==> src/rtl/alu_frame_ctrl_if.sv <==
// Frame controller bundle: UART rx/tx strobes, ALU operand/result bus and status.
// "master" is the controller side and "slave" is the UART/ALU side.
interface alu_frame_ctrl_if #(
    parameter int LEN_DATA = 16,
    parameter int LEN_OP   = 6
);
    logic                rx_done_tick;
    logic [7:0]          rx_data_in;
    logic                tx_done_tick;
    logic [LEN_DATA-1:0] alu_data_in;
    logic                tx_start;
    logic [7:0]          data_out;
    logic [LEN_DATA-1:0] A;
    logic [LEN_DATA-1:0] B;
    logic [LEN_OP-1:0]   OPCODE;
    logic                busy;
    logic                frame_err;

    modport master (
        input  rx_done_tick, rx_data_in, tx_done_tick, alu_data_in,
        output tx_start, data_out, A, B, OPCODE, busy, frame_err
    );

    modport slave (
        output rx_done_tick, rx_data_in, tx_done_tick, alu_data_in,
        input  tx_start, data_out, A, B, OPCODE, busy, frame_err
    );
endinterface

==> src/rtl/alu_frame_ctrl.sv <==
// UART framed ALU front end: parses SYNC/op/A/B, commits operands, replies with result LSB first.
// Operands commit 1 cycle after the last B byte and the first reply tx_start follows 1 cycle later; each further reply byte waits for tx_done_tick.
module alu_frame_ctrl #(
    parameter int         LEN_DATA    = 16,
    parameter int         LEN_OP      = 6,
    parameter logic [7:0] SYNC_BYTE   = 8'hA5,
    parameter int         TIMEOUT_CYC = 1000000
) (
    input  logic             clk,
    input  logic             reset,
    alu_frame_ctrl_if.master bus
);
    localparam int NB = LEN_DATA / 8;
    localparam int KW = (NB > 1) ? $clog2(NB) : 1;
    localparam int CW = (TIMEOUT_CYC > 1) ? $clog2(TIMEOUT_CYC) : 1;
    localparam logic [KW-1:0] K_LAST   = KW'(NB - 1);
    localparam logic [CW-1:0] TMO_LAST = CW'(TIMEOUT_CYC - 1);

    typedef enum logic [2:0] {
        IDLE, GET_OP, GET_A, GET_B, EXEC, WAIT_TX
    } state_t;

    state_t state, state_nxt;

    logic [KW-1:0]       k;
    logic [CW-1:0]       tmo_cnt;
    logic [LEN_OP-1:0]   sh_op;
    logic [LEN_DATA-1:0] sh_a, sh_b;
    logic [LEN_DATA-1:0] a_q, b_q, result_q;
    logic [LEN_OP-1:0]   op_q;
    logic [7:0]          data_out_q;
    logic                tx_start_q;
    logic                frame_err_q;

    logic                in_get, last_k, op_bad, tmo_exp, tx_ack;
    logic                op_load, op_err, shift_a, shift_b, commit;
    logic                tmo_hit, tx_first, tx_next, tx_fin;
    logic [KW-1:0]       k_inc;
    logic [LEN_DATA-1:0] a_merge, b_merge;
    logic [7:0]          tx_byte_nxt;

    // Writes byte b into word w at byte lane idx.
    function automatic logic [LEN_DATA-1:0] put_byte(input logic [LEN_DATA-1:0] w,
                                                     input logic [KW-1:0]       idx,
                                                     input logic [7:0]          b);
        logic [KW+2:0] sh;
        sh = {idx, 3'b000};
        return (w & ~(LEN_DATA'(8'hFF) << sh)) | (LEN_DATA'(b) << sh);
    endfunction

    assign in_get      = (state == GET_OP) || (state == GET_A) || (state == GET_B);
    assign last_k      = (k == K_LAST);
    assign k_inc       = k + KW'(1);
    assign op_bad      = ((bus.rx_data_in >> LEN_OP) != 8'd0);
    assign tmo_exp     = (tmo_cnt == TMO_LAST);
    // A done tick in the same cycle as our own tx_start cannot belong to that byte.
    assign tx_ack      = bus.tx_done_tick && !tx_start_q;
    assign a_merge     = put_byte(sh_a, k, bus.rx_data_in);
    assign b_merge     = put_byte(sh_b, k, bus.rx_data_in);
    assign tx_byte_nxt = 8'(result_q >> {k_inc, 3'b000});

    always_ff @(posedge clk or negedge reset) begin
        if (!reset) state <= IDLE;
        else        state <= state_nxt;
    end

    always_comb begin
        state_nxt = state;
        op_load   = 1'b0;
        op_err    = 1'b0;
        shift_a   = 1'b0;
        shift_b   = 1'b0;
        commit    = 1'b0;
        tmo_hit   = 1'b0;
        tx_first  = 1'b0;
        tx_next   = 1'b0;
        tx_fin    = 1'b0;
        case (state)
            IDLE: begin
                if (bus.rx_done_tick && bus.rx_data_in == SYNC_BYTE) state_nxt = GET_OP;
            end
            GET_OP: begin
                if (bus.rx_done_tick) begin
                    if (op_bad) begin
                        op_err    = 1'b1;
                        state_nxt = IDLE;
                    end else begin
                        op_load   = 1'b1;
                        state_nxt = GET_A;
                    end
                end else if (tmo_exp) begin
                    tmo_hit   = 1'b1;
                    state_nxt = IDLE;
                end
            end
            GET_A: begin
                if (bus.rx_done_tick) begin
                    shift_a = 1'b1;
                    if (last_k) state_nxt = GET_B;
                end else if (tmo_exp) begin
                    tmo_hit   = 1'b1;
                    state_nxt = IDLE;
                end
            end
            GET_B: begin
                if (bus.rx_done_tick) begin
                    shift_b = 1'b1;
                    if (last_k) begin
                        commit    = 1'b1;
                        state_nxt = EXEC;
                    end
                end else if (tmo_exp) begin
                    tmo_hit   = 1'b1;
                    state_nxt = IDLE;
                end
            end
            EXEC: begin
                tx_first  = 1'b1;
                state_nxt = WAIT_TX;
            end
            WAIT_TX: begin
                if (tx_ack) begin
                    if (last_k) begin
                        tx_fin    = 1'b1;
                        state_nxt = IDLE;
                    end else begin
                        tx_next = 1'b1;
                    end
                end
            end
            default: state_nxt = IDLE;
        endcase
    end

    // Byte index is shared between operand collection and reply sequencing.
    always_ff @(posedge clk or negedge reset) begin
        if (!reset) begin
            k <= '0;
        end else if (tmo_hit || tx_fin) begin
            k <= '0;
        end else if (shift_a || shift_b) begin
            k <= last_k ? '0 : k_inc;
        end else if (tx_next) begin
            k <= k_inc;
        end
    end

    // Gap counter: an arriving byte always beats expiry in the same cycle.
    always_ff @(posedge clk or negedge reset) begin
        if (!reset) begin
            tmo_cnt <= '0;
        end else if (!in_get || bus.rx_done_tick || tmo_hit) begin
            tmo_cnt <= '0;
        end else begin
            tmo_cnt <= tmo_cnt + CW'(1);
        end
    end

    always_ff @(posedge clk or negedge reset) begin
        if (!reset) begin
            sh_op <= '0;
            sh_a  <= '0;
            sh_b  <= '0;
        end else if (op_err || tmo_hit) begin
            sh_op <= '0;
            sh_a  <= '0;
            sh_b  <= '0;
        end else begin
            if (op_load) sh_op <= bus.rx_data_in[LEN_OP-1:0];
            if (shift_a) sh_a  <= a_merge;
            if (shift_b) sh_b  <= b_merge;
        end
    end

    always_ff @(posedge clk or negedge reset) begin
        if (!reset) begin
            a_q  <= '0;
            b_q  <= '0;
            op_q <= '0;
        end else if (commit) begin
            a_q  <= sh_a;
            b_q  <= b_merge;
            op_q <= sh_op;
        end
    end

    always_ff @(posedge clk or negedge reset) begin
        if (!reset) begin
            result_q    <= '0;
            data_out_q  <= '0;
            tx_start_q  <= 1'b0;
            frame_err_q <= 1'b0;
        end else begin
            tx_start_q  <= tx_first || tx_next;
            frame_err_q <= op_err || tmo_hit;
            if (tx_first) begin
                result_q   <= bus.alu_data_in;
                data_out_q <= bus.alu_data_in[7:0];
            end else if (tx_next) begin
                data_out_q <= tx_byte_nxt;
            end
        end
    end

    assign bus.tx_start  = tx_start_q;
    assign bus.data_out  = data_out_q;
    assign bus.A         = a_q;
    assign bus.B         = b_q;
    assign bus.OPCODE    = op_q;
    assign bus.busy      = (state != IDLE);
    assign bus.frame_err = frame_err_q;
endmodule

==> src/flat_wrapper.sv <==
// flat-port wrapper written by rule: the top's interface ports become plain ports
module alu_frame_ctrl_flat 
#(
    parameter int         LEN_DATA    = 16,
    parameter int         LEN_OP      = 6,
    parameter logic [7:0] SYNC_BYTE   = 8'hA5,
    parameter int         TIMEOUT_CYC = 1000000
)
  (clk, reset, bus_rx_done_tick, bus_rx_data_in, bus_tx_done_tick, bus_alu_data_in, bus_tx_start, bus_data_out, bus_A, bus_B, bus_OPCODE, bus_busy, bus_frame_err);
  alu_frame_ctrl_if #(.LEN_DATA(LEN_DATA), .LEN_OP(LEN_OP)) bus_i ();
  input  logic clk;
  input  logic reset;
  input wire logic [$bits(bus_i.rx_done_tick)-1:0] bus_rx_done_tick;
  input wire logic [$bits(bus_i.rx_data_in)-1:0] bus_rx_data_in;
  input wire logic [$bits(bus_i.tx_done_tick)-1:0] bus_tx_done_tick;
  input wire logic [$bits(bus_i.alu_data_in)-1:0] bus_alu_data_in;
  output wire logic [$bits(bus_i.tx_start)-1:0] bus_tx_start;
  output wire logic [$bits(bus_i.data_out)-1:0] bus_data_out;
  output wire logic [$bits(bus_i.A)-1:0] bus_A;
  output wire logic [$bits(bus_i.B)-1:0] bus_B;
  output wire logic [$bits(bus_i.OPCODE)-1:0] bus_OPCODE;
  output wire logic [$bits(bus_i.busy)-1:0] bus_busy;
  output wire logic [$bits(bus_i.frame_err)-1:0] bus_frame_err;
  assign bus_i.rx_done_tick = bus_rx_done_tick;
  assign bus_i.rx_data_in = bus_rx_data_in;
  assign bus_i.tx_done_tick = bus_tx_done_tick;
  assign bus_i.alu_data_in = bus_alu_data_in;
  assign bus_tx_start = bus_i.tx_start;
  assign bus_data_out = bus_i.data_out;
  assign bus_A = bus_i.A;
  assign bus_B = bus_i.B;
  assign bus_OPCODE = bus_i.OPCODE;
  assign bus_busy = bus_i.busy;
  assign bus_frame_err = bus_i.frame_err;
  alu_frame_ctrl #(.LEN_DATA(LEN_DATA), .LEN_OP(LEN_OP), .SYNC_BYTE(SYNC_BYTE), .TIMEOUT_CYC(TIMEOUT_CYC)) u_core (.clk(clk), .reset(reset), .bus(bus_i));
endmodule
==> config.mk <==
export PLATFORM = sky130hd
export DESIGN_NAME = alu_frame_ctrl_flat
export DESIGN_NICKNAME = d
export VERILOG_FILES = /design/src/rtl/alu_frame_ctrl_if.sv /design/src/rtl/alu_frame_ctrl.sv /design/src/flat_wrapper.sv
export SDC_FILE = /design/constraint.sdc
export NUM_CORES = 1
export LEC_CHECK = 0
export CAP_MARGIN = 20
export CORE_UTILIZATION = 53
export DETAILED_ROUTE_END_ITERATION = 6
export PLACE_DENSITY_LB_ADDON = 0.05
export RECOVER_POWER = 50
export SKIP_CTS_REPAIR_TIMING = 1
export SYNTH_ARGS = -nofsm -noshare
export SYNTH_HDL_FRONTEND = slang
export SYNTH_SLANG_ARGS = --single-unit
==> constraint.sdc <==
create_clock -name clk -period 2.2 [get_ports clk]
set_input_delay 0.22 -clock clk [delete_from_list [all_inputs] [get_ports clk]]
set_output_delay 0.22 -clock clk [all_outputs]
set_load 0.05 [all_outputs]
After elaboration in Yosys (flattened, before gate mapping)
Index checks and enable logic that the tools add are counted.
{"block": "classes", "add_sub_neg": 2, "n_eq_ne": 12, "n_shift": 3, "n_mux": 45, "bitwise": 5, "n_reduce_logical": 22}
{"cell": "16-bit 2-to-1 mux", "n": 4}
{"cell": "16-bit bitwise AND", "n": 2}
{"cell": "16-bit bitwise OR", "n": 2}
{"cell": "3-bit 2-to-1 mux", "n": 9}
{"cell": "1-bit 2-to-1 mux", "n": 25}
{"cell": "20-bit by 1-bit adder with 20-bit output (second input constant)", "n": 1}
{"cell": "20-bit equality test (second input constant)", "n": 1}
{"cell": "20-bit 2-to-1 mux", "n": 1}
{"cell": "3-bit case mux with 6 select lines", "n": 1}
{"cell": "8-bit 2-to-1 mux", "n": 2}
{"cell": "16-bit inverter", "n": 1}
{"cell": "8-bit by 4-bit left shift with 16-bit output", "n": 1}
{"cell": "8-bit by 4-bit left shift with 16-bit output (first input constant)", "n": 1}
{"cell": "16-bit by 4-bit right shift with 8-bit output", "n": 1}
{"cell": "6-bit 2-to-1 mux", "n": 2}
{"cell": "8-bit equality test (second input constant)", "n": 1}
{"cell": "1-bit logical OR", "n": 8}
{"cell": "2-bit nonzero test", "n": 4}
{"cell": "8-bit nonzero test", "n": 1}
{"cell": "3-bit by 2-bit equality test with 1-bit output (second input constant)", "n": 2}
{"cell": "3-bit equality test (second input constant)", "n": 2}
{"cell": "2-bit by 1-bit inequality test with 1-bit output (second input constant)", "n": 3}
{"cell": "3-bit by 2-bit inequality test with 1-bit output (second input constant)", "n": 2}
{"cell": "3-bit nonzero test", "n": 2}
{"cell": "other kinds (8)", "n": 10}
{"block": "word_totals", "ff_bits": 126, "inputBits": 28, "wordCells": 102}

Longest topological paths before layout
Gate-level depths: netlist of the first run.
{"block": "logic_depth", "ltp_word": 7, "depth_mapped": 7, "ltp_nobuf": 5}

Worst setup path after synthesis of the first run
No wires, ideal clock.
{"block": "synth_timing", "kind": "register to register", "from": "register u_core.tmo_cnt[11]", "to": "register u_core.sh_a[4]", "setup_time_ns": 0.119, "arrival_time_ns": 1.864, "path_slack_ns": 0.217, "path_stages_with_launch": 6, "path_buffers": 1, "period_less_slack_ns": 1.983, "cell_sequence": "dfrtp_1 -> or4b_1 -> or4_4 -> o31ai_4 -> buf_6 -> nor2_1"}
{"block": "synth_between", "elab_chain_len": 6, "word_cells_on_any_way": 7}
{"element": "start: declaration", "line_no": "alu_frame_ctrl.sv:26", "source": "logic [CW-1:0] tmo_cnt;"}
{"element": "start signal: assignment", "line_no": "alu_frame_ctrl.sv:155", "source": "tmo_cnt <= tmo_cnt + CW'(1);"}
{"element": "20-bit equality test (*)", "line_no": "alu_frame_ctrl.sv:55", "source": "assign tmo_exp = (tmo_cnt == TMO_LAST);"}
{"element": "1-bit 2-to-1 mux (*)", "line_no": "alu_frame_ctrl.sv:91, alu_frame_ctrl.sv:100, alu_frame_ctrl.sv:112"}
{"element": "1-bit 2-to-1 mux (*)", "line_no": "alu_frame_ctrl.sv:97", "source": "if (bus.rx_done_tick) begin"}
{"element": "1-bit 2-to-1 mux (*)"}
{"element": "1-bit logical OR (*)", "line_no": "alu_frame_ctrl.sv:164", "source": "end else if (op_err || tmo_hit) begin"}
{"element": "16-bit 2-to-1 mux or 2-bit nonzero test (tied branches)"}
{"element": "end signal: assignment", "line_no": "alu_frame_ctrl.sv:170", "source": "if (shift_a) sh_a <= a_merge;"}
{"element": "end: declaration", "line_no": "alu_frame_ctrl.sv:28", "source": "logic [LEN_DATA-1:0] sh_a, sh_b;"}
Every way passes the cells marked *; elsewhere a longest branch is shown, timed or not.
A chain may end at the register's enable or synchronous reset.

Worst setup path after layout of the first run
{"block": "layout_timing", "from": "register u_core.tmo_cnt[8]", "to": "register u_core.sh_a[9]"}
The elaborated chain is that of the path after synthesis.

==> metrics.txt, run 1 <==
io pins 77; FF-to-FF setup slack 0.09 ns; Starting Density 54.5%; Pleak 3.10 nW; Tmin final 2.11 ns; Rows 35; count of final max-slew check failures 118; Core ar. 0.00920 mm²; global route total overflow 0; WP data required 2.58 ns; Post-Synthesis Cells 486; layout cells sized above 1 13.7%; Reg2Reg Capture Point u_core.sh_a[9]; Hold Path Origin bus_alu_data_in[10]; fillers 695; Worst Hold Endpoint u_core.result_q[10]; worst hold margin 0.331 ns; antenna viol nets, final 0; Avg WL per Cell 15.6 µm; CP endpoint kind flop; register area share after synthesis 58.4%; pwr dens 1390 mW/mm²; CTS Buf Count 17; CTS tree done; synth top area cells dfrtp_1 (58%), nand2_1 (9.7%), mux2i_1 (6.4%); Mapped Area 0.00501 mm²; Detailed Place HPWL 7050 µm; DRC 0; failing checks capacitance limit, slew limit; Total Nets Final 614; routability cong. 0.822; number of diodes 0; largest net degree at the start of global routing 118; Die Height 99.3 µm; Slew @ Worst Pin 1.60 ns; post-synthesis net count 515; post-placement cell area 0.00604 mm²; slew margin rel. -6.55%; FF+latch count, synth 117; clk buf depth 2; hold path depth 2; syn_area_per_cell 10.3 µm²; RSZ-0062 raised after global routing false; Synth top area share 58.4%; Worst Reg-to-Reg Cells 5; number of global-route vias before repair 3932; DRT iter0 DRCs 173; final worst-path cycle share 95.9%; Reg area 0.00293 mm²; Yosys warning count 0; initial antenna violation count 0; PortBufs 76; chip width 99.3 µm; clock root cell clkbuf_8; first-pass GRT wire length 18900 µm; via count 3889; crit start category flop; crit path DAT 2.49 ns; area of the multi-input gates 0.00198 mm²; Clock Latency Late Sink 0.50 ns; maximum clock rate 474 MHz; worst hold path type input pin to flop; drt pass-1 iters 4; EDFF count, synth 0; total global-route track usage 24.7%; post-synthesis async set-or-reset flop share 100%; Die Area 0.00985 mm²; ys flop type dfrtp_1; Clock Skews 0.0104 ns; Final Hold Viols 0; TritonCTS Sinks 117; r2r startpoint u_core.tmo_cnt[8]; status finished, violations left; worst setup path class flop to flop; final setup vio count 0; clk slew on worst S/H paths 0.06 ns; vias per cell 5.49; Distinct cells, synth 45; maximum fanout along the worst path 25; H-tree depth 4; fin area 0.00658 mm²; Routed WL 11000 µm; worst vdd ir 0.000756 V; Synth area leader dfrtp_1; Area Overhead vs Synth 31.2%; Max Cap Viol 1
==> critical path, cell delays in order (launching register included) <==
cell and delay [ns]:
dfrtp_1 0.40, or4b_1 0.57, or4_4 0.47, o31ai_4 0.27
buf_12 0.20, nor2_1 0.07
==> per-layer routing <==
layer | vias up | GRT usage, % | share of wire, %
met5 | - | 0 | 0
met4 | 0 | 7.13 | 0.53
met3 | 9 | 5.41 | 4.1
met2 | 88 | 41.4 | 51
met1 | 1947 | 32.4 | 44
li1 | 1845 | - | -
==> Yosys cell counts (5+ instances only) <==
cell      instances
a21oi_1          14
nand2_1         130
nor4_1            6
nand3_1          11
o21ai_0          12
xnor2_1           9
mux2i_1          32
xor2_1            5
clkbuf_1         12
a22o_1            6
mux2_2           15
or3_1             5
inv_1             6
dfrtp_1         117
nor2_1           50
buf_1             5
==> registers in the layout (all words and copies together), names as in the netlist, 3 cells and up <==
signal	flops
u_core.result_q	15
u_core.bus.A	16
u_core.sh_a	16
u_core.sh_b	8
u_core.sh_op	6
u_core.bus.data_out	8
u_core.state	3
u_core.bus.B	16
u_core.bus.OPCODE	6
u_core.tmo_cnt	20
==> worst max-delay path by stage <==
stage	startpoint	to	slack, ns	cells past startpoint
detailed placement	u_core.tmo_cnt[8]	u_core.sh_a[13]	0.14	5
finish	u_core.tmo_cnt[8]	u_core.sh_a[9]	0.09	5
CTS	u_core.state[1]	bus_busy	-0.18	2
floorplan	u_core.tmo_cnt[11]	u_core.sh_a[4]	0.22	5
global placement	u_core.tmo_cnt[8]	u_core.sh_a[12]	0.18	5
global route	u_core.tmo_cnt[8]	u_core.sh_a[9]	0.03	5
==> per-stage QoR <==
stage	total power [W]	utilization, %	cells	setup TNS (ns)	setup WS (ns)
2_1_floorplan	0.00554	-	486	0	0.217
3_3_place_gp	0.00659	65.6	676	0	0.182
3_5_place_dp	0.00669	65.6	676	0	0.142
4_1_cts	0.00924	71.6	708	-0.184	-0.184
5_1_grt	0.00965	71.6	709	0	0.0300
6_report	0.00916	71.6	709	0	0.0909
==> power by group <==
group          internal, W  leakage (nW)  switching (W)
clock network      0.00150         0.258       0.000999
registers          0.00284          1.59       0.000457
logic              0.00124          1.26        0.00211
total              0.00559          3.10        0.00357
==> layout make-up <==
cell class / instances / share of cell area [%]
clock buffer: 18 / 6.35
clock inverter: 14 / 2.00
inverter: 6 / 0.342
multi-input combinational: 341 / 30.0
sequential: 117 / 44.5
tap: 111 / 2.11
timing repair buffer: 102 / 14.7
==> logic make-up (layout without fill, tap and decap cells) <==
group | Yosys count | in the layout | share of synthesized area, %
AO/OA/AOI/OAI | 44 | 44 | 5.62
AND/OR/NAND/NOR | 235 | 235 | 20.9
flip-flops | 117 | 117 | 58.4
buffers and inverters | 28 | 140 | 2.60
XOR/XNOR | 14 | 14 | 2.45
multiplexers | 47 | 47 | 9.76
adder cells (fa/ha/maj) | 1 | 1 | 0.250
==> cells in the final DEF (no fill, tap or decap), drive strengths merged, types with 3 or more instances in the layout <==
cell           Yosys  routed
nand2            130     130
dfrtp            117     117
clkdlybuf4s50      0      74
nor2              50      50
mux2i             32      32
buf               10      22
clkbuf            12      22
mux2              15      15
a21oi             14      14
o21ai             13      13
nand3             11      11
xnor2              9       9
inv                6       8
clkinv             0       7
a22o               6       6
or3                6       6
nor4               6       6
xor2               5       5
clkinvlp           0       4
o31ai              4       4
or4                4       4
nor3               4       4
nor2b              3       3
nand4              3       3
nand3b             3       3
nand2b             3       3
and4               3       3
nor3b              3       3
a31oi              3       3
No activity file was read; power rests on OpenSTA's default activity.
==> inputs of run 2 (changes only) <==
- CORE_MARGIN: default -> 4
- GPL_TIMING_DRIVEN: default -> 0
==> run 2 against run 1 <==
  * The flow now finishes without violations
  * Cell count increased by 2.7%
  * Routed wire length grew 1.4%
  * Power up 2.8%
  * Cell area rose by 0.49%
  * Die area is 12% higher
  * Critical endpoint is now u_core.sh_b[0]
  * Via count shrank 2.0%
==> metrics.txt, run 2 (synthesis gave the netlist of run 1 again) <==
Final Hold Viols 0; largest net degree at the start of global routing 101; clock root cell clkbuf_8; Tmin final 2.12 ns; via count 3811; first-pass GRT wire length 18900 µm; Detailed Place HPWL 7350 µm; commonest non-fill, non-tap cells in the layout nand2_1 (130), dfrtp_1 (117), clkdlybuf4s50_1 (73); routability cong. 0.781; io pins 77; number of global-route vias before repair 3808; count of final max-slew check failures 0; max FFs per register 20; clk buf depth 2; maximum fanout along the worst path 10; vias per cell 5.23; DRT iter0 DRCs 191; Avg WL per Cell 15.4 µm; antenna viol nets, final 0; DRC 0; total global-route track usage 21.4%; WP data required 2.60 ns; crit start category flop; Rows 35; status finished, final reports clean; PortBufs 76; Non-Filler Instances 728; Clock Skews 0.00995 ns; fin area 0.00661 mm²; Biggest register u_core.tmo_cnt; post-placement cell area 0.00596 mm²; setup slack at placement -0.171 ns; RSZ-0062 raised after global routing false; layout cells sized above 1 10.9%; TritonCTS Sinks 117; clk slew on worst S/H paths 0.06 ns; worst vdd ir 0.000704 V; CTS Buf Count 17; Slew @ Worst Pin 0.979 ns; drt pass-1 iters 4; pwr dens 1420 mW/mm²; Die Area 0.0111 mm²; Max Cap Viol 0; Routed WL 11200 µm; worst setup path class flop to flop; worst hold path type input pin to flop; maximum clock rate 471 MHz; total placed cells including tap cells 692; crit path DAT 2.52 ns; Pleak 3.09 nW; Starting Density 54.3%; number of diodes 0; H-tree depth 4; final worst-path cycle share 96.5%; initial antenna violation count 0; CTS tree done; leading cell type in the layout, fill and taps excluded nand2_1; chip width 105 µm; Area Overhead vs Synth 31.9%; slew margin rel. 34.7%; Clock Latency Late Sink 0.51 ns; worst hold margin 0.316 ns; final setup vio count 0; fillers 708; Core ar. 0.00924 mm²; final setup TNS 0 ns; CP endpoint kind flop; post-route setup slack 0.0778 ns; global route total overflow 0; Total Nets Final 615; Die Height 105 µm
-- run 2: cell types whose count changed in the layout (fill, tap and decap cells not counted), sizes merged --
cell	delta
buf	-12
bufinv	+2
clkinv	-4
dlygate4sd3	+1
clkinvlp	-1
clkdlybuf4s50	-1
clkbuf	+16
-- run 2: cell type report --
cell class / count / area (µm²) / area share, %
buffer: 22 / 111 / 1.68
clock buffer: 21 / 449 / 6.79
clock inverter: 11 / 149 / 2.25
inverter: 6 / 22.5 / 0.341
multi-input combinational: 341 / 1990 / 30.0
sequential: 117 / 2930 / 44.3
tap: 129 / 161 / 2.44
timing repair buffer: 81 / 805 / 12.2
-- run 2: path summary, 6_finish.rpt --
path                                      from  slack (ns)                   to  cells after the start
max                          u_core.tmo_cnt[8]        0.08       u_core.sh_b[0]                      6
min                        bus_alu_data_in[13]        0.32  u_core.result_q[13]                      2
max reg2reg                  u_core.tmo_cnt[8]        0.08       u_core.sh_b[0]                      6
min reg2reg                     u_core.sh_a[1]        0.46      u_core.bus.A[1]                      2
max in group asynchronous                reset        0.39   u_core.tmo_cnt[19]                      3
min in group asynchronous                reset        0.39      u_core.bus.B[8]                      2
-- run 2: metrics by stage --
step	utilization [%]	total power, W
global placement	64.2	0.00658
finish	71.6	0.00942
detailed placement	64.5	0.00667
floorplan	-	0.00554
CTS	71.0	0.00945
global route	71.6	0.00992
-- run 2: report_power, final --
| part | internal, W | leakage (nW) | switching, W |
|---|---|---|---|
| combinational | 0.00124 | 1.22 | 0.00218 |
| clock | 0.00179 | 0.285 | 0.000972 |
| sequential | 0.00284 | 1.59 | 0.000392 |
| total | 0.00587 | 3.09 | 0.00355 |
-- run 2: critical path: stages (launching register included) --
cell,delay (ns)
dfrtp_1,0.40
or4b_4,0.54
or4_4,0.46
o31ai_4,0.26
buf_6,0.16
buf_6,0.14
nor2_1,0.05
-- run 2: metal layers --
| metal | track usage [%] | part of all wire [%] | vias up |
|---|---|---|---|
| met2 | 33.5 | 48 | 97 |
| met1 | 28.9 | 44 | 1850 |
| met5 | 0 | 0 | - |
| met3 | 5.70 | 5.6 | 15 |
| met4 | 7.87 | 1.8 | 0 |
| li1 | - | - | 1849 |
==> patch 1 (settings of run 2) <==
The 6 states of `state_t` get a one-hot encoding in 6 bits.
--- a/src/rtl/alu_frame_ctrl.sv
+++ b/src/rtl/alu_frame_ctrl.sv
@@ -18,4 +18,4 @@
 
-    typedef enum logic [2:0] {
-        IDLE, GET_OP, GET_A, GET_B, EXEC, WAIT_TX
+    typedef enum logic [5:0] {
+        IDLE = 6'b000001, GET_OP = 6'b000010, GET_A = 6'b000100, GET_B = 6'b001000, EXEC = 6'b010000, WAIT_TX = 6'b100000
     } state_t;
Formal check against the unedited RTL: no difference found for any inputs over 10 cycles, from zero or initial values and one cycle with reset low; not proved beyond that.
==> patch 1 against run 2 <==
Sequential cell count down 4. Fmax is 0.12% lower. Area after synthesis down 1.9%. Final area down 1.8%. Final cell count decreased by 2.6%. Worst setup slack worse by 0.0026 ns. Wire length shrank 0.54%. Via count is 1.0% higher. Highest routed layer unchanged.
Power is not compared: it rests on default switching activity, and its combinational part moved more than twofold at a synthesized area within 25%.
==> patch 1: results <==
set metrics [dict create \
    wl_met2_mm 5.38 \
    cts_max_level 4 \
    drtIter0Drc 233 \
    dpl-instance-area_mm2 0.00584 \
    hp-class "in -> reg" \
    fin_skew_ns 0.00597 \
    grtUsageMet3 0.0546 \
    hold_end "u_core.result_q[11]" \
    dp_hpwl_mm 7.36 \
    wl_met3_um 685 \
    viasPerCell 5.43 \
    r2r-start "u_core.state[0]" \
    first_pass_iters 5 \
    cp.arrival_ns 1.90 \
    grt_usage 0.214 \
    cpPeakStageDelay_ns 0.47 \
    m1WireLength_mm 4.84 \
    reg2reg_slack_ns 0.15 \
    reg2reg_depth 7 \
    outcome "completed" \
    path_clk_slew_ns 0.05 \
    gp_congestion 0.896 \
    synth_common_cells "131 x nand2_1, 112 x dfrtp_1, 51 x nor2_1" \
    grt_pass1_wl_mm 18.8 \
    crit_path_start "u_core.state[3]" \
    slew_headroom 0.310 \
    port_buffers 76 \
    grt_use_met1 0.268 \
    whs_path_depth 2 \
    final_layout_size_suffix_gt1_frac 0.135 \
    synth.top_cells.by_area "dfrtp_1 57%, nand2_1 10%, nor2_1 3.9%" \
    wire_per_inst_um 15.7 \
    fin_nets 617 \
    hp-start "bus_alu_data_in[11]" \
    synthesis.nets 520 \
    yosysSeqAreaShare 0.575 \
    critPathSlowestCell "dfrtp_1" \
    grt_pass1_vias 3919 \
    grt_start_max_net_pins 74 \
    met2_usage 0.349 \
    r2r_end "u_core.sh_b[3]" \
    regMostFlops "u_core.tmo_cnt" \
    crit_family "buffers and inverters" \
    synth_cell_types 48 \
]
==> patch 1: layout make-up <==
class                   count  area [µm²]
multi-input cells         332        1880
plain buffers              28         164
clock inverters            13         185
repair buffers             78         788
inverters                  18        67.6
flip-flops and latches    113        2830
clock buffers              19         442
well taps                 108         135
fillers                   632        2400
==> patch 1: through the flow <==
stage,hold WS (ns),std cells,worst slack (ns),setup TNS [ns]
finish,0.327,709,0.0752,0
global placement,0.437,675,-3.32,-377.64
floorplan,-0.0756,491,0.320,0
detailed placement,0.232,676,-0.148,-5.59
CTS,-0.318,708,-0.449,-0.449
global route,0.309,709,-0.00954,-0.00954
==> patch 1: worst reg2reg max path, cell delays in order, from the launching register on <==
cell	delay (ns)
dfstp_2	0.35
buf_2	0.17
or4b_4	0.58
nor3_2	0.24
o21ai_1	0.19
o31ai_4	0.15
buf_6	0.20
nor2_1	0.06
==> patch 1: logic make-up (layout without fill, tap and decap cells) <==
kind of cell             Yosys count  count (layout)  share of synthesized area
flip-flops                       113             113                      0.575
AND/OR/NAND/NOR                  239             239                      0.217
multiplexers                      24              24                     0.0509
AO/OA/AOI/OAI                     46              46                     0.0684
buffers and inverters             46             156                     0.0471
adder cells (fa/ha/maj)            1               1                    0.00254
XOR/XNOR                          22              22                     0.0392
==> patch 1: worst max path at each step <==
| stage | cells past startpoint | slack, ns | end |
|---|---|---|---|
| after CTS | 4 | -0.45 | bus_busy |
| after detailed placement | 7 | -0.15 | u_core.sh_b[5] |
| final | 4 | 0.08 | bus_busy |
| after floorplan | 6 | 0.32 | u_core.state[0] |
| after global routing | 4 | -0.01 | bus_busy |
| after global placement | 1 | -3.32 | u_core.result_q[13] |
==> patch 1: where the power goes <==
group,internal (mW),switching [mW]
Sequential,2.36,0.150
Clock,1.90,0.967
Combinational,0.550,1.03
Total,4.81,2.15
==> patch 2 (config.mk and constraints of run 2) <==
Without the edit above. `LEN_DATA` is set to 16 in 3 places; all go to 8.
--- a/src/rtl/alu_frame_ctrl_if.sv
+++ b/src/rtl/alu_frame_ctrl_if.sv
@@ -3,3 +3,3 @@
 interface alu_frame_ctrl_if #(
-    parameter int LEN_DATA = 16,
+    parameter int LEN_DATA = 8,
     parameter int LEN_OP   = 6
--- a/src/rtl/alu_frame_ctrl.sv
+++ b/src/rtl/alu_frame_ctrl.sv
@@ -3,3 +3,3 @@
 module alu_frame_ctrl #(
-    parameter int         LEN_DATA    = 16,
+    parameter int         LEN_DATA    = 8,
     parameter int         LEN_OP      = 6,
--- a/src/flat_wrapper.sv
+++ b/src/flat_wrapper.sv
@@ -3,3 +3,3 @@
 #(
-    parameter int         LEN_DATA    = 16,
+    parameter int         LEN_DATA    = 8,
     parameter int         LEN_OP      = 6,
Interface: changed (resized bus_A, bus_B and bus_alu_data_in); port bits go from 77 to 53. No check against the original RTL was run, so the function may have changed too.
==> patch 2 against run 2 <==
Total power shrank 52%. Clock power shrank 54%. Non-clock buffer count shrank 33. Final cell count shrank 39%. Sequential cell count shrank 39. Final area shrank 35%. Worst setup slack gained 0.079 ns. Global-route usage shrank 2.5 points. Worst hold slack gained 0.14 ns. Area after synthesis shrank 32%. Core utilization shrank 3.5 points. Sequential share of layout area grew 1.2 points. Wire length shrank 41%. Largest cell class unchanged. Highest routed layer unchanged.
==> patch 2: results <==
set metrics [dict create \
    tightest_slew_ns 1.32 \
    synth_warnings 0 \
    hp-start "bus_alu_data_in[6]" \
    fin_skew_ns 0.00929 \
    holdWs_ns 0.454 \
    synth_common_cells "78 x dfrtp_1, 32 x mux2_2, 24 x nand2_1, 24 x nor2_1, 17 x o21ai_0" \
    worstPathMaxFanout 8 \
    port_buffers 52 \
    async_flop_share 1.00 \
    cp.arrival_ns 2.26 \
    cts_max_level 3 \
    dp_hpwl_mm 4.69 \
    finalNonFillerCells 443 \
    fin_nets 383 \
    grt_pass1_vias 2411 \
    path_clk_slew_ns 0.08 \
    synth.top_cells.by_area "dfrtp_1 57%, mux2_2 11%, xnor2_1 3.3%" \
    gp_congestion 0.772 \
    viasPerCell 5.33 \
    final_layout_size_suffix_gt1_frac 0.169 \
    r2r-start "u_core.tmo_cnt[0]" \
    synthMuxAreaShare 0.137 \
    antenna_found_initial 0 \
    leakage_nw 1.91 \
    synthesis.nets 318 \
    first_pass_iters 4 \
    dp_cells 427 \
    drtIter0Drc 115 \
    ys.flop_type "dfrtp_1" \
    wl_mm 6.64 \
    synth_compound_area_frac 0.0460 \
    grt_pass1_wl_mm 11.4 \
    grt_usage 0.189 \
    grt_start_max_net_pins 55 \
    reg2reg_slack_ns 0.16 \
    outcome "completed" \
    synth_area_per_cell_um2 11.5 \
    num-fill-cells 480 \
    synth-xor-area-share 0.0358 \
    vdd_drop_max_v 0.000692 \
    numCtsBuffers 9 \
    clock_latency_ns 0.34 \
    yosysSeqAreaShare 0.570 \
    synthAdderAreaFrac 0.00365 \
    synth_cell_types 43 \
]
patch 2: kinds of logic after synthesis:
logic type      count (synthesis)
flops                          78
xor+xnor                       14
compound gates                 28
mux                            43
simple gates                  108
fa+ha+maj                       1
buf+inv                        25
patch 2: cell type report:
type / count / share of cell area
plain buffers: 16 / 0.0189
clock buffers: 11 / 0.0329
clock inverters: 4 / 0.0221
inverters: 9 / 0.00786
multi-input cells: 194 / 0.316
flip-flops and latches: 78 / 0.454
well taps: 77 / 0.0224
repair buffers: 54 / 0.125
patch 2: worst max-delay path, cell delays in order (launching register included):
cell	delay [ns]
dfrtp_1	0.39
ha_1	0.21
nand3_2	0.18
or4_4	0.56
nor3_4	0.29
buf_4	0.22
nor3_1	0.06
patch 2: worst paths after layout:
kind,cells past startpoint,to
min in group asynchronous,2,u_core.bus.B[4]
min reg2reg,1,u_core.result_q[4]
max in group asynchronous,3,u_core.result_q[0]
min,3,u_core.bus.data_out[6]
max reg2reg,6,u_core.sh_a[7]
max,6,u_core.sh_a[7]
patch 2: report_power, final:
| part | switching [mW] | internal [mW] | total, mW |
|---|---|---|---|
| clock network | 0.497 | 0.777 | 1.27 |
| registers | 0.157 | 1.76 | 1.92 |
| logic | 0.849 | 0.504 | 1.35 |
| total | 1.50 | 3.04 | 4.54 |
patch 2: stage by stage:
stage	power (mW)	setup WS, ns	instance area, µm²	utilization
after global placement	3.28	-1.80	4040	0.640
after floorplan	2.83	0.365	3420	-
after global routing	4.79	0.00671	4300	0.681
final	4.54	0.157	4300	0.681
after CTS	4.60	-0.0482	4300	0.682
after detailed placement	3.33	0.0187	4070	0.644
patch 2: routing by layer:
layer / global-route usage / part of all wire
met1: 0.258 / 0.46
met5: 0 / 0
met3: 0.0335 / 0.049
met4: 0.0879 / 0.0089
met2: 0.296 / 0.48
